`src/rtl/flat_matrix_serializer.sv`:
```
// flat_matrix_serializer: streams a flattened ROWS x COLS matrix one element per cycle, row-major, with row/col/last tags.
// Define FLAT_MATRIX_SERIALIZER_DOUBLE_BUFFER_EN to add a shadow buffer so back-to-back matrices stream without a bubble.
module flat_matrix_serializer #(
  parameter int BIT_WIDTH = 4,
  parameter int ROWS = 8,
  parameter int COLS = 8,
  localparam int RW = (ROWS > 1) ? $clog2(ROWS) : 1,
  localparam int CW = (COLS > 1) ? $clog2(COLS) : 1
) (
  input  logic                           clk,
  input  logic                           rst_n,
  input  logic [ROWS*COLS*BIT_WIDTH-1:0] in_data,
  input  logic                           in_valid,
  output logic                           in_ready,
  output logic [BIT_WIDTH-1:0]           out_data,
  output logic                           out_valid,
  input  logic                           out_ready,
  output logic [RW-1:0]                  out_row,
  output logic [CW-1:0]                  out_col,
  output logic                           out_last
);
  localparam int MW = ROWS*COLS*BIT_WIDTH;
  typedef enum logic {IDLE, SEND} state_t;
  state_t state_q, state_d;
  logic [MW-1:0] hold_q, hold_d;
  logic [RW-1:0] r_q, r_d;
  logic [CW-1:0] c_q, c_d;
  logic [BIT_WIDTH-1:0] elem [COLS][ROWS];
  logic at_end, in_fire, xfer, end_xfer;
`ifdef FLAT_MATRIX_SERIALIZER_DOUBLE_BUFFER_EN
  logic [MW-1:0] shadow_q, shadow_d;
  logic full_q, full_d;
  assign in_ready = !full_q;
`else
  assign in_ready = state_q == IDLE;
`endif
  // Column-major storage viewed as [col][row] so the output mux is a plain array read.
  for (genvar i = 0; i < COLS; i++) begin : g_col
    for (genvar j = 0; j < ROWS; j++) begin : g_row
      assign elem[i][j] = hold_q[(i*ROWS+j)*BIT_WIDTH +: BIT_WIDTH];
    end
  end
  assign at_end    = (r_q == RW'(ROWS-1)) && (c_q == CW'(COLS-1));
  assign out_valid = state_q == SEND;
  assign out_last  = out_valid && at_end;
  assign out_row   = r_q;
  assign out_col   = c_q;
  assign out_data  = elem[c_q][r_q];
  assign xfer      = out_valid && out_ready;
  assign end_xfer  = xfer && at_end;
  assign in_fire   = in_valid && in_ready;
  always_comb begin
    state_d = state_q;
    hold_d  = hold_q;
    r_d     = r_q;
    c_d     = c_q;
`ifdef FLAT_MATRIX_SERIALIZER_DOUBLE_BUFFER_EN
    shadow_d = shadow_q;
    full_d   = full_q;
`endif
    if (xfer) begin
      c_d = (c_q == CW'(COLS-1)) ? '0 : c_q + 1'b1;
      r_d = (c_q != CW'(COLS-1)) ? r_q : (r_q == RW'(ROWS-1)) ? '0 : r_q + 1'b1;
      if (at_end) state_d = IDLE;
    end
    if (in_fire && (state_q == IDLE || end_xfer)) begin
      hold_d  = in_data;
      state_d = SEND;
      r_d     = '0;
      c_d     = '0;
    end
`ifdef FLAT_MATRIX_SERIALIZER_DOUBLE_BUFFER_EN
    if (in_fire && state_q == SEND && !end_xfer) begin
      shadow_d = in_data;
      full_d   = 1'b1;
    end
    // A parked matrix takes over the holding register with no idle cycle in between.
    if (end_xfer && full_q) begin
      hold_d  = shadow_q;
      full_d  = 1'b0;
      state_d = SEND;
    end
`endif
  end
  always_ff @(posedge clk or negedge rst_n) begin
    if (!rst_n) begin
      state_q <= IDLE;
      hold_q  <= '0;
      r_q     <= '0;
      c_q     <= '0;
    end else begin
      state_q <= state_d;
      hold_q  <= hold_d;
      r_q     <= r_d;
      c_q     <= c_d;
    end
  end
`ifdef FLAT_MATRIX_SERIALIZER_DOUBLE_BUFFER_EN
  always_ff @(posedge clk or negedge rst_n) begin
    if (!rst_n) begin
      shadow_q <= '0;
      full_q   <= 1'b0;
    end else begin
      shadow_q <= shadow_d;
      full_q   <= full_d;
    end
  end
`endif
endmodule

```
`config.mk`:
```
export PLATFORM = sky130hd
export DESIGN_NAME = flat_matrix_serializer
export DESIGN_NICKNAME = d
export VERILOG_FILES = /design/src/rtl/flat_matrix_serializer.sv
export SDC_FILE = /design/constraint.sdc
export NUM_CORES = 1
export LEC_CHECK = 0
export ABC_AREA = 0
export CAP_MARGIN = 20
export CORE_MARGIN = 2
export CORE_UTILIZATION = 45
export CTS_BUF_LIST = sky130_fd_sc_hd__clkbuf_8
export DETAILED_ROUTE_END_ITERATION = 12
export GPL_TIMING_DRIVEN = 0
export PLACE_DENSITY = 0.76
export SLEW_MARGIN = 10
export SYNTH_ARGS = -nofsm -noshare
export SYNTH_HDL_FRONTEND = slang
export SYNTH_SLANG_ARGS = --single-unit
export TNS_END_PERCENT = 10
```
`constraint.sdc`:
```
create_clock -name clk -period 2.3 [get_ports clk]
set_clock_uncertainty 0.15 [all_clocks]
set_input_delay 0.46 -clock clk [delete_from_list [all_inputs] [get_ports clk]]
set_output_delay 0.46 -clock clk [all_outputs]
set_load 0.05 [all_outputs]
```
After elaboration in Yosys (flattened, before gate mapping)
Cells that the tools add are included.

storage, ports and cells
  output and inout port bits = 13
  register bits after elaboration = 263

operators by class
  mux-type cells = 16
  reduce and logical (&&, ||, !) cells = 11
  magnitude comparators = 2
  equal/unequal tests = 4
  $add $sub $neg = 2
  bitwise logic cells = 3

operator list
  operator             count
  $bmux 32 s3          1
  $mux 32              2
  $mux 3               7
  $bmux 4 s3           1
  $ge 4x4->1 const B   2
  $mux 4               2
  $not 3->4            2
  $add 3x1->3 const B  2
  $eq 3x3->1 const B   2
  $logic_and 1x1->1    6
  $reduce_and 2->1     2
  $reduce_bool 2->1    2
  $mux 1               3
  $ne 3x3->1 const B   1
  $ne 2x1->1 const B   1
  $logic_or 1x1->1     1
  $not 1->1            1

Logic depth before layout (Yosys ltp)
  depth in word-level cells = 7
  gate-level depth with buffers = 7
  gate-level depth less buffers = 5

Least setup slack after synthesis
Ideal clock, no wire load.

  path kind = reg-to-output
  from = register c_q[0], in the netlist out_col[0]
  to = output out_data[3]
  path slack = -0.807 ns
  data arrival time = 2.497 ns
  stages on the path, launching flop included = 7
  path through = dfrtp_1 > buf_2 > mux4_2 > nand2_1 > a31oi_1 > o21ai_0 > a41oi_1

on the way
  word-level cells in the longest chain between the ends = 7

RTL lines
  item                                        RTL line  RTL
  start: declaration                          27        logic [CW-1:0] c_q, c_d;
  start signal: assignment                    90        c_q <= '0;
  start signal: assignment                    95        c_q <= c_d;
  $not 3->4 (not written as such)             48        assign out_data = elem[c_q][r_q];
  $bmux 32 s3                                 48
  $mux 32 (not written as such) (2 in a row)  48
  $bmux 4 s3                                  48
  $mux 4 (not written as such) (2 in a row)   48
  end: declaration                            15        output logic [BIT_WIDTH-1:0] out_data,

Every way passes these cells. The select of a mux whose other input is x is not followed.

Worst setup path after layout
  from = register c_q[0], in the netlist out_col[0]
  to = output out_data[2]

Same word-level chain as after synthesis.

==> results.txt <==
Via Count = 7961
DR pass1 iterations = 4
Mapped Nets = 1002
Slew Viols, Final = 0
Initial DRC Count = 475
Sum Neg Setup Slack = -5430 ps
pin count of the biggest net entering global routing = 110
worst-path fanout max = 10
outcome = complete, but fails checks
hold path start = hold_q[120]
clock latency on the worst-skew pair = 550 ps
Reg2Reg Launch Point = out_col[0]
Worst Hold Class = reg2reg
clk sinks = 263
root buffer cell = clkbuf_8
Tightest Pin Transition = 826 ps
nature of the critical path startpoint = register
most frequent cells in the layout = dfrtp_1, mux2_2, clkdlybuf4s50_1
Placement Rows = 59
RSZ-0062 raised after global routing = true
synth unique cells = 34
placed wire-length estimate = 25.4 mm
clock-pin slew on the worst setup and hold paths = 60 ps
Slew HR = 0.449
Post-DRT Antenna Nets = 0
vias in the first global route = 8544
CTS Buf Count = 46
fin crit share = 1.44
layout cells sized above 1 = 0.436
initial antenna violation count = 4
CORE AREA = 26000 um^2
CTS tree = built
pwr dens = 908 nW/um^2
Die ar. = 27700 um^2
design area = 16400 um^2
mapped cell area = 11900 um^2
commonest non-fill, non-tap cell in the layout = dfrtp_1
Overflow after GRT = 0
Synth area leader = dfrtp_1
YS warnings = 0
top post-synthesis cells by area = dfrtp_1, mux2_2, mux4_2
total power = 14.9 mW
Post-Synthesis Cells = 738
num ports = 273
worst-case clock buffer depth = 3
Starting Density = 0.456
Fin. Hold Viols = 0
Synth top area share = 0.555
via/cell ratio = 5.50
Tmin final = 3320 ps
first-pass GRT wire length = 52.1 mm
violated checks = negative setup slack
wirelength, routed = 34.8 mm
CP arrival = 2710 ps
Critical Path Source = out_col[0]
CP required = 1690 ps
Yosys reg bits = 263
Residual DRC = 0
max cap viols = 0
final worst setup slack = -1020 ps
htree depth = 2
Layout area overhead = 38.1%
routed len/inst = 24.0 um
# nets final = 1338
register area share after synthesis = 0.555
pre-CTS setup slack = -1340 ps
PortBufs = 272
gpl congestion = 0.941
die span in x = 166 um
chip height = 166 um
cell area after placement = 15100 um^2
CP endpoint kind = output pin
Peak Freq = 0.302 GHz
Syn Area/Cell = 16.1 um^2
critical setup path kind = reg2out
VDD IR max = 609 uV
# setup viols final = 11
Leak = 7.01 nW
gr usage total = 0.252
sequential cells by signal (all words and copies together) (netlist names):
signal	cells
hold_q	256
out_col	3
out_row	3
out_valid	1
layout make-up:
cell class,count,area (um^2)
fill,1981,9610
sequential,263,6590
multi-input combinational,420,5100
timing repair buffer,288,2920
clock buffer,61,840
tap,335,419
buffer,51,349
clock inverter,23,146
inverter,4,15.0
antenna,2,5.00
synthesized netlist by cell type:
master / number
a2bb2oi_1: 1
mux4_2: 63
a32o_1: 4
a22o_1: 4
clkbuf_1: 8
a41oi_1: 2
a31oi_1: 6
buf_6: 4
o21bai_1: 1
o21ai_0: 4
o31ai_1: 1
buf_4: 2
a21o_1: 1
a22oi_1: 3
inv_1: 4
nand3b_1: 1
and3_1: 1
buf_2: 32
nor2b_1: 5
nand2b_1: 2
ha_1: 4
nor2_1: 10
nand2_1: 12
dfrtp_1: 263
a21oi_1: 6
a2111oi_0: 1
nand3_1: 6
mux2i_1: 8
o221ai_1: 6
nor3_1: 2
buf_1: 5
o2111ai_1: 1
mux2_2: 259
o22ai_1: 6
where the power goes:
part	switching, mW	internal, mW	leakage (nW)
logic	2.50	2.34	3.19
clock network	1.90	2.59	0.570
registers	0.333	5.20	3.25
total	4.74	10.1	7.01
final timing paths:
check / endpoint / slack [ps] / cells past startpoint
max: out_data[2] / -1020 / 7
min: hold_q[120] / 350 / 1
max in group asynchronous: hold_q[169] / 610 / 3
max reg2reg: out_row[1] / -180 / 14
min in group asynchronous: hold_q[88] / 390 / 2
min reg2reg: hold_q[120] / 350 / 1
layer usage:
metal / vias to the layer above / routed length, um / GRT usage
li1: 3472 / - / -
met1: 4147 / 14900 / 0.349
met2: 278 / 16500 / 0.403
met3: 60 / 2570 / 0.0574
met4: 4 / 864 / 0.0708
met5: - / 22 / 0
critical path: stages, from the launching register on:
cell and delay [ps]:
dfrtp_2 420, buf_12 180, buf_12 170, mux4_2 570
mux2i_1 170, a21oi_1 160, a32o_2 260, buf_4 190
metrics by stage:
step	cells	util	hold slack, ps
final	1447	0.630	351
after global routing	1446	0.630	350
after CTS	1444	0.628	343
after detailed placement	1347	0.582	340
after global placement	1345	0.580	333
after floorplan	738	-	14.4
logic make-up (layout without fill, tap and decap cells):
family,after synthesis,in the layout,share of synthesized area
adder cells (fa/ha/maj),4,4,0.00422
multiplexers,330,330,0.373
other,0,2,0
AO/OA/AOI/OAI,47,47,0.0288
AND/OR/NAND/NOR,39,39,0.0152
buffers and inverters,55,427,0.0240
flip-flops,263,263,0.555
timing repair:
| action | in CTS | in global routing |
|---|---|---|
| endpoints found under the hold margin | 90 | 0 |
| gates resized for setup | 84 | 10 |
| buffers inserted | 12 | 1 |
| gates cloned | 0 | 0 |
| setup endpoints to repair | 122 | 15 |
| hold buffers | 1 | 0 |
| pin swaps | 2 | 1 |
(Power assumes the default switching activity.)
